## config.mk

```make
export PLATFORM = sky130hd
export DESIGN_NAME = spi_slave_io
export DESIGN_NICKNAME = d
export VERILOG_FILES = /design/src/rtl/spi_slave_io_pkg.sv /design/src/rtl/spi_slave_io_sync.sv /design/src/rtl/spi_slave_io.sv
export SDC_FILE = /design/constraint.sdc
export NUM_CORES = 1
export LEC_CHECK = 0
export ABC_AREA = 0
export BUFFER_PORTS_ARGS = -buffer_cell sky130_fd_sc_hd__buf_4
export CAP_MARGIN = 0
export CORE_ASPECT_RATIO = 0.5
export CORE_MARGIN = 1.5
export CORE_UTILIZATION = 45
export CTS_CLUSTER_SIZE = 14
export DETAILED_ROUTE_END_ITERATION = 10
export GPL_ROUTABILITY_DRIVEN = 1
export PLACE_DENSITY = 0.68
export SETUP_SLACK_MARGIN = 0.1
export SYNTH_ARGS = -nofsm -noshare
export SYNTH_HDL_FRONTEND = slang
export SYNTH_SLANG_ARGS = --single-unit
```

## constraint.sdc

```tcl
create_clock -name clock -period 1.5 [get_ports clock]
set_input_delay 0.225 -clock clock [delete_from_list [all_inputs] [get_ports clock]]
set_output_delay 0.225 -clock clock [all_outputs]
set_load 0.03 [all_outputs]
```

## src/rtl/spi_slave_io_pkg.sv

```systemverilog
// ============================================================================
// spi_slave_io_pkg : register map, bit positions and FSM states of spi_slave_io
// Revision 1.0 - initial release
// ============================================================================
`default_nettype none

package spi_slave_io_pkg;

   // Register offsets from BASE_ADDR
   localparam logic [7:0] OFS_DATA = 8'd0;
   localparam logic [7:0] OFS_STAT = 8'd1;
   localparam logic [7:0] OFS_CTRL = 8'd2;

   // STAT bit positions
   localparam int STAT_TXEMPTY = 0;
   localparam int STAT_RXFULL  = 1;
   localparam int STAT_SSACT   = 2;
   localparam int STAT_OVR     = 3;

   // CTRL bit positions (present only with SPI_SLAVE_IRQ_EN)
   localparam int CTRL_IE_RX  = 0;
   localparam int CTRL_IE_TX  = 1;
   localparam int CTRL_IE_OVR = 2;

   typedef enum logic [1:0] {
      ST_WAIT_IDLE = 2'd0,
      ST_IDLE      = 2'd1,
      ST_SHIFT     = 2'd2
   } state_t;

endpackage

`default_nettype wire

```

## src/rtl/spi_slave_io_sync.sv

```systemverilog
// ============================================================================
// spi_slave_io_sync : 2-flop synchronizer plus edge-detect flop (rise/fall pulses)
// Revision 1.0 - initial release
// ============================================================================
`default_nettype none

module spi_slave_io_sync #(
   parameter logic RESET_VAL = 1'b0
)(
   input  logic clock,
   input  logic reset,
   input  logic din,
   output logic level,
   output logic rise,
   output logic fall
);

   logic [2:0] sr;

   always_ff @(posedge clock or posedge reset) begin
      if (reset) sr <= {3{RESET_VAL}};
      else       sr <= {sr[1:0], din};
   end

   assign level = sr[1];
   assign rise  = sr[1] & ~sr[2];
   assign fall  = ~sr[1] & sr[2];

endmodule

`default_nettype wire

```

## src/rtl/spi_slave_io.sv

```systemverilog
// ============================================================================
// spi_slave_io : SPI mode-0 slave on the light8080 I/O bus (DATA/STAT/CTRL).
// Optional interrupt logic and CTRL register: macro SPI_SLAVE_IRQ_EN.
// Revision 1.0 - initial release
// ============================================================================
`default_nettype none

module spi_slave_io
   import spi_slave_io_pkg::*;
#(
   parameter logic [7:0] BASE_ADDR = 8'h90,
   parameter bit         MSB_FIRST = 1'b1,
   parameter logic [7:0] TX_FILL   = 8'hFF
)(
   input  logic       clock,
   input  logic       reset,
   input  logic       io_sel,
   input  logic       io_rd,
   input  logic       io_wr,
   input  logic [7:0] io_addr,
   input  logic [7:0] io_din,
   output logic [7:0] io_dout,
   input  logic       spi_sck,
   input  logic       spi_ss_n,
   input  logic       spi_mosi,
   output logic       spi_miso,
   output logic       spi_miso_oe,
   output logic       irq
);

   localparam logic [7:0] ADDR_DATA = BASE_ADDR + OFS_DATA;
   localparam logic [7:0] ADDR_STAT = BASE_ADDR + OFS_STAT;
   localparam logic [7:0] ADDR_CTRL = BASE_ADDR + OFS_CTRL;

   logic sck_level, sck_rise, sck_fall;
   logic ss_level, ss_rise, ss_fall;
   logic [1:0] mosi_sync;
   logic unused_sck_level;

   state_t state, next_state;
   logic start, rx_done, sample, advance, load;
   logic [2:0] bitcnt;
   logic [7:0] rx_shift, rx_next, rx_data;
   logic [7:0] tx_shift, tx_hold, load_val;
   logic rxfull, txfull, ovr;
   logic sel_data, sel_stat, sel_ctrl, data_rd, data_wr, stat_wr;
   logic [7:0] status, ctrl_val, rd_val;

   spi_slave_io_sync #(.RESET_VAL(1'b0)) u_sync_sck (
      .clock (clock), .reset (reset), .din (spi_sck),
      .level (sck_level), .rise (sck_rise), .fall (sck_fall)
   );

   // ss_n chain resets low so WAIT_IDLE only exits on a genuinely deselected bus
   spi_slave_io_sync #(.RESET_VAL(1'b0)) u_sync_ss (
      .clock (clock), .reset (reset), .din (spi_ss_n),
      .level (ss_level), .rise (ss_rise), .fall (ss_fall)
   );

   assign unused_sck_level = sck_level;

   always_ff @(posedge clock or posedge reset) begin
      if (reset) mosi_sync <= 2'b00;
      else       mosi_sync <= {mosi_sync[0], spi_mosi};
   end

   always_ff @(posedge clock or posedge reset) begin
      if (reset) state <= ST_WAIT_IDLE;
      else       state <= next_state;
   end

   always_comb begin
      next_state = state;
      start      = 1'b0;
      rx_done    = 1'b0;
      sample     = 1'b0;
      advance    = 1'b0;
      case (state)
         ST_WAIT_IDLE: if (ss_level) next_state = ST_IDLE;
         ST_IDLE: begin
            if (ss_fall) begin
               start      = 1'b1;
               next_state = ST_SHIFT;
            end
         end
         ST_SHIFT: begin
            if (ss_rise) begin
               next_state = ST_IDLE;
            end else begin
               sample  = sck_rise;
               rx_done = sck_rise && (bitcnt == 3'd7);
               // The fall right after a reload must keep the freshly loaded first bit
               advance = sck_fall && (bitcnt != 3'd0);
            end
         end
         default: next_state = ST_WAIT_IDLE;
      endcase
   end

   assign load     = start | rx_done;
   assign load_val = txfull ? tx_hold : TX_FILL;
   assign rx_next  = MSB_FIRST ? {rx_shift[6:0], mosi_sync[1]} : {mosi_sync[1], rx_shift[7:1]};

   assign sel_data = io_sel && (io_addr == ADDR_DATA);
   assign sel_stat = io_sel && (io_addr == ADDR_STAT);
   assign sel_ctrl = io_sel && (io_addr == ADDR_CTRL);
   assign data_rd  = sel_data && io_rd;
   assign data_wr  = sel_data && io_wr;
   assign stat_wr  = sel_stat && io_wr;

   always_ff @(posedge clock or posedge reset) begin
      if (reset) begin
         bitcnt      <= 3'd0;
         rx_shift    <= 8'h00;
         tx_shift    <= 8'h00;
         spi_miso    <= 1'b0;
         spi_miso_oe <= 1'b0;
      end else begin
         spi_miso_oe <= (next_state == ST_SHIFT);
         if (start)       bitcnt <= 3'd0;
         else if (sample) bitcnt <= bitcnt + 3'd1;
         if (sample) rx_shift <= rx_next;
         if (load) begin
            tx_shift <= load_val;
            spi_miso <= MSB_FIRST ? load_val[7] : load_val[0];
         end else if (advance) begin
            tx_shift <= MSB_FIRST ? {tx_shift[6:0], 1'b0} : {1'b0, tx_shift[7:1]};
            spi_miso <= MSB_FIRST ? tx_shift[6] : tx_shift[1];
         end
      end
   end

   always_ff @(posedge clock or posedge reset) begin
      if (reset) begin
         rx_data <= 8'h00;
         rxfull  <= 1'b0;
         ovr     <= 1'b0;
         tx_hold <= 8'h00;
         txfull  <= 1'b0;
      end else begin
         // A completing byte beats a concurrent DATA read
         if (rx_done) begin
            if (!rxfull || data_rd) begin
               rx_data <= rx_next;
               rxfull  <= 1'b1;
            end
         end else if (data_rd) begin
            rxfull <= 1'b0;
         end
         if (rx_done && rxfull && !data_rd)    ovr <= 1'b1;
         else if (stat_wr && io_din[STAT_OVR]) ovr <= 1'b0;
         if (data_wr) begin
            tx_hold <= io_din;
            txfull  <= 1'b1;
         end else if (load) begin
            txfull  <= 1'b0;
         end
      end
   end

   always_comb begin
      status               = 8'h00;
      status[STAT_TXEMPTY] = ~txfull;
      status[STAT_RXFULL]  = rxfull;
      status[STAT_SSACT]   = ~ss_level;
      status[STAT_OVR]     = ovr;
   end

`ifdef SPI_SLAVE_IRQ_EN
   logic [2:0] ie;

   always_ff @(posedge clock or posedge reset) begin
      if (reset) begin
         ie  <= 3'b000;
         irq <= 1'b0;
      end else begin
         if (sel_ctrl && io_wr) ie <= io_din[2:0];
         irq <= (ie[CTRL_IE_RX] & rxfull) | (ie[CTRL_IE_TX] & ~txfull) | (ie[CTRL_IE_OVR] & ovr);
      end
   end

   assign ctrl_val = {5'b00000, ie};
`else
   assign ctrl_val = 8'h00;
   assign irq      = 1'b0;
`endif

   always_comb begin
      rd_val = 8'h00;
      if (sel_data)      rd_val = rx_data;
      else if (sel_stat) rd_val = status;
      else if (sel_ctrl) rd_val = ctrl_val;
   end

   always_ff @(posedge clock or posedge reset) begin
      if (reset)                                        io_dout <= 8'h00;
      else if (io_rd && (sel_data || sel_stat || sel_ctrl)) io_dout <= rd_val;
   end

endmodule

`default_nettype wire

```

# After elaboration in Yosys (flattened, before gate mapping)

Cells that the tools add are included.

Add/subtract/negate cells: 1
Equality and inequality tests: 8
Muxes and demuxes: 28
Bitwise operators: 10
Reductions and logical operators: 26

Operators with widths:

| kind                  | number |
|---|---|
| $eq A8 B8 Y1 const B  | 3 |
| $mux W1               | 17 |
| $mux W8               | 2 |
| $mux W7               | 2 |
| $logic_and A1 B1 Y1   | 12 |
| $reduce_bool A2 Y1    | 5 |
| $mux W2               | 3 |
| $mux W3               | 2 |
| $pmux W2 S3           | 1 |
| $not A1 Y1            | 5 |
| $and A1 B1 Y1         | 4 |
| $eq A2 B2 Y1 const B  | 2 |
| $mux W4               | 1 |
| $reduce_and A2 Y1     | 2 |
| $add A3 B1 Y3 const B | 1 |
| $eq A3 B3 Y1 const B  | 1 |
| $logic_or A1 B1 Y1    | 3 |
| $reduce_bool A3 Y1    | 1 |
| $eq A2 B1 Y1 const B  | 1 |
| $logic_not A1 Y1      | 2 |
| $logic_not A2 Y1      | 1 |
| $ne A2 B1 Y1 const B  | 1 |
| $or A1 B1 Y1          | 1 |

Bits in registers: 56
Output and inout bits: 11
Word-level logic and storage cells: 88

# Longest topological paths before layout

Depth after elaboration: 8
Mapped depth: 6

# By module

A second synthesis with hierarchy kept.

Cell total of the unflattened synthesis: 179
Area, all modules: 2307.2 µm²

Modules (own cells, without submodules):

| module            | times used | cells an instance | area each (µm²) |
|---|---|---|---|
| spi_slave_io      | 1          | 167               | 2119.5 |
| spi_slave_io_sync | 2          | 6                 | 93.8 |

# Worst setup path after synthesis

Ideal clock, no wire load.

Kind: input-to-reg
Start: input port io_addr[6]
End: register tx_hold[0]
Library setup time: 0.125 ns
Arrival: 1.499 ns
Data required time: 1.375 ns
Setup slack: -0.124 ns
Stages on the path: 4
Path through: and4bb_2 > nand3_2 > nor4b_4 > mux2_2

Word-level cells in the longest chain between the ends: 3

RTL lines:

| what                 | line                | source |
|---|---|---|
| start, declared      | spi_slave_io.sv:20  | `input logic [7:0] io_addr,` |
| $eq A8 B8 Y1         | spi_slave_io.sv:104 | `assign sel_data = io_sel && (io_addr == ADDR_DATA);` |
| $logic_and A1 B1 Y1  | spi_slave_io.sv:104 |  |
| $logic_and A1 B1 Y1  | spi_slave_io.sv:108 | `assign data_wr = sel_data && io_wr;` |
| end signal, assigned | spi_slave_io.sv:153 | `tx_hold <= io_din;` |
| end, declared        | spi_slave_io.sv:44  | `logic [7:0] tx_shift, tx_hold, load_val;` |

No other way between the ends.
A chain may end at the register's enable or synchronous reset.

# Final worst setup path

Start: register bitcnt[1]
End: register rx_data[2]

Word-level cells in the longest chain between the ends: 5

RTL lines:

| what                        | line                | source |
|---|---|---|
| start, declared             | spi_slave_io.sv:42  | `logic [2:0] bitcnt;` |
| start signal, assigned      | spi_slave_io.sv:121 | `else if (sample) bitcnt <= bitcnt + 3'd1;` |
| $eq A3 B3 Y1                | spi_slave_io.sv:91  | `rx_done = sck_rise && (bitcnt == 3'd7);` |
| $logic_and A1 B1 Y1         | spi_slave_io.sv:91  |  |
| $mux W1                     | spi_slave_io.sv:87  | `if (ss_rise) begin` |
| $mux W1                     | spi_slave_io.sv:78  | `case (state)` |
| $reduce_and A2 Y1 (no line) | -                   |  |
| end signal, assigned        | spi_slave_io.sv:144 | `rx_data <= rx_next;` |
| end, declared               | spi_slave_io.sv:43  | `logic [7:0] rx_shift, rx_next, rx_data;` |

No other way between the ends.

==> impl_metrics.tcl <==
set metrics [dict create \
    outcome "finished, violations left" \
    pre_cts_slack_ns -0.181 \
    p_leak_nw 1.59 \
    cts_buffers 5 \
    cts-root-buf "clkbuf_8" \
    violations "setup timing" \
    synth_top_area_share 0.598 \
    dp_hpwl_mm 3.08 \
    timing.final.crit_share 1.04 \
    via_per_inst 4.91 \
    path_cells "ha_2 -> ha_4 -> nand4_1 -> nand2b_4 -> mux2_4" \
    cts.path.max_buffers 2 \
    start_util 0.471 \
    dr.pass1.iters 4 \
    grt_max_degree 57 \
    die_area_mm2 0.00567 \
    skew_ns 0.00685 \
    synth-edff-count 0 \
    powerDensity_mw_per_mm2 939 \
    clock_sinks 56 \
    clk_pin_slew_ns 0.09 \
    start_kind "register" \
    slowest_delay_ns 0.41 \
    cts_tree "yes" \
    drc_errors 0 \
    grt_first_pass_wirelength_mm 7.45 \
    hold_class "in2reg" \
    nets 279 \
    ys_seq_area_frac 0.598 \
    grt_usage 0.174 \
    synth_area_mm2 0.00234 \
    synthCells 187 \
    rsz0062_at_grt "true" \
    crit_required_ns 1.70 \
    ys_ff_latch 56 \
    cap_violations 0 \
    first_iter_violations 71 \
    synthTopCellsByCount "dfrtp_1 (56), mux2_2 (23), a21oi_1 (13)" \
    fmax_ghz 0.643 \
    coreArea_mm2 0.00498 \
    synth_warnings 0 \
    worstSetupPathType "reg2reg" \
    clkLatencyLatePin_ns 0.30 \
    num_rows 18 \
    synth_nets 214 \
    io_buffer_count 33 \
    ys_types 31 \
    wl_per_cell_um 14.2 \
    setup_viol 11 \
    fin_crit_ns 1.56 \
    yosys.area.top_type "dfrtp_1" \
    first_global_vias 1590 \
    vias 1587 \
    synthMostInstantiatedCell "dfrtp_1" \
    gr-total-overflow 0 \
    synth_ff_type "dfrtp_1" \
    diodes 0 \
    cts.htree.levels 2 \
    synthToLayoutAreaGrowth_pct 37.6 \
    peakVddDrop_mv 0.605 \
    ys_async_sr_fraction 1.00 \
    avgSynthCellArea_um2 12.5 \
    cp-end-kind "register" \
    drive_above_1_share 0.482 \
    drtAntennaViolNets 0 \
    setup_slack_ns -0.0557 \
    wl_mm 4.59 \
    die_x_um 105 \
    synth_area_leaders "dfrtp_1 (60%), mux2_2 (11%), mux2i_1 (3.4%)" \
    globalplace.congestion 0.757 \
    worst_ep_arrival_time_ns 1.75 \
    pin_count 35 \
    cp_slowest_cell "dfrtp_1" \
    die_y_um 54.0 \
    antenna_found_initial 0 \
    crit_fanout 8 \
    holdWs_ns 0.0249 \
    final_max_slew_viol_count 0 \
    hold_viol 0 \
]
-- routing by layer --
layer / global-route usage / up-vias / share of wire
li1: - / 786 / -
met1: 0.228 / 767 / 0.48
met2: 0.293 / 29 / 0.47
met3: 0.0412 / 5 / 0.033
met4: 0.0548 / 0 / 0.012
met5: 0 / - / 0
-- cell type report --
class                      count  area, um^2
clock buffer                   7        96.3
clock inverter                 1        30.0
fill                         365        1760
inverter                      11        50.0
multi-input combinational    112        1000
sequential                    56        1400
tap                           70        87.6
timing repair buffer          66         557
-- state kept, by name, summed over array words and instances (netlist names), 3 cells and up --
| register | cells |
|---|---|
| rx_shift | 7 |
| tx_shift | 7 |
| bitcnt | 3 |
| io_dout | 8 |
| u_sync_ss.sr | 3 |
| tx_hold | 8 |
| u_sync_sck.sr | 3 |
| rx_data | 8 |
-- through the flow --
step                 util  std cells  power, mW  setup TNS [ns]  instance area, um^2
floorplan               -        187       1.80           -1.12                 2410
global placement    0.581        306       1.92           -2.53                 2890
detailed placement  0.581        306       1.93           -2.85                 2890
CTS                 0.627        321       3.01          -0.466                 3120
global route        0.647        323       3.16           -1.49                 3220
finish              0.647        323       3.03          -0.484                 3220
-- cells in the final DEF (no fill, tap or decap), drive strengths merged --
cell type,count
and4bb,1
buf,65
dlygate4sd3,1
a21oi,13
ha,3
nor4b,2
a41o,1
o22ai,1
bufinv,1
a21o,1
mux2,23
nor2b,6
clkinvlp,1
nand2,11
o221ai,1
nor3b,1
dfrtp,56
nand3,7
o2111ai,1
nand4,4
inv,10
a21boi,1
o31ai,4
nor2,1
nand2b,8
conb,1
mux2i,8
o21ai,8
clkbuf,7
and2,1
a22o,4
-- worst max-delay path, delay by kind of cell, from the launching register on --
kind | cells | cell delay [ns]
fa+ha+maj | 2 | 0.35
flops | 1 | 0.41
mux | 1 | 0.32
simple gates | 2 | 0.37
-- power breakdown --
part | internal (mW) | switching [mW] | total [mW]
Sequential | 1.58 | 0.0448 | 1.62
Combinational | 0.184 | 0.163 | 0.346
Clock | 0.589 | 0.466 | 1.06
-- timing repair --
action | in CTS | in global routing
hold buffers | 1 | 0
gates resized for setup | 11 | 25
pin swaps | 3 | 8
setup buffers | 5 | 2
endpoints found under the hold margin | 38 | 0
cloned | 1 | 0
endpoints found under the setup margin | 24 | 30
-- worst paths after layout --
check / startpoint / to / slack [ns] / cells past startpoint
worst max register to register: bitcnt[1] / rx_data[2] / -0.06 / 5
worst max-delay path: bitcnt[1] / rx_data[2] / -0.06 / 5
max in group asynchronous: reset / spi_miso_oe / 0.71 / 4
worst min register to register: u_sync_sck.sr[0] / u_sync_sck.sr[1] / 0.35 / 0
worst min-delay path: spi_sck / u_sync_sck.sr[0] / 0.02 / 1
min in group asynchronous: reset / u_sync_ss.sr[0] / 0.54 / 4
-- cell families after synthesis --
family | share of synthesized area
flip-flops | 0.598
AND/OR/NAND/NOR | 0.110
AO/OA/AOI/OAI | 0.0967
multiplexers | 0.145
buffers and inverters | 0.0331
adder cells (fa/ha/maj) | 0.0160
other | 0.00160
No activity file was read; power rests on OpenSTA's default activity.
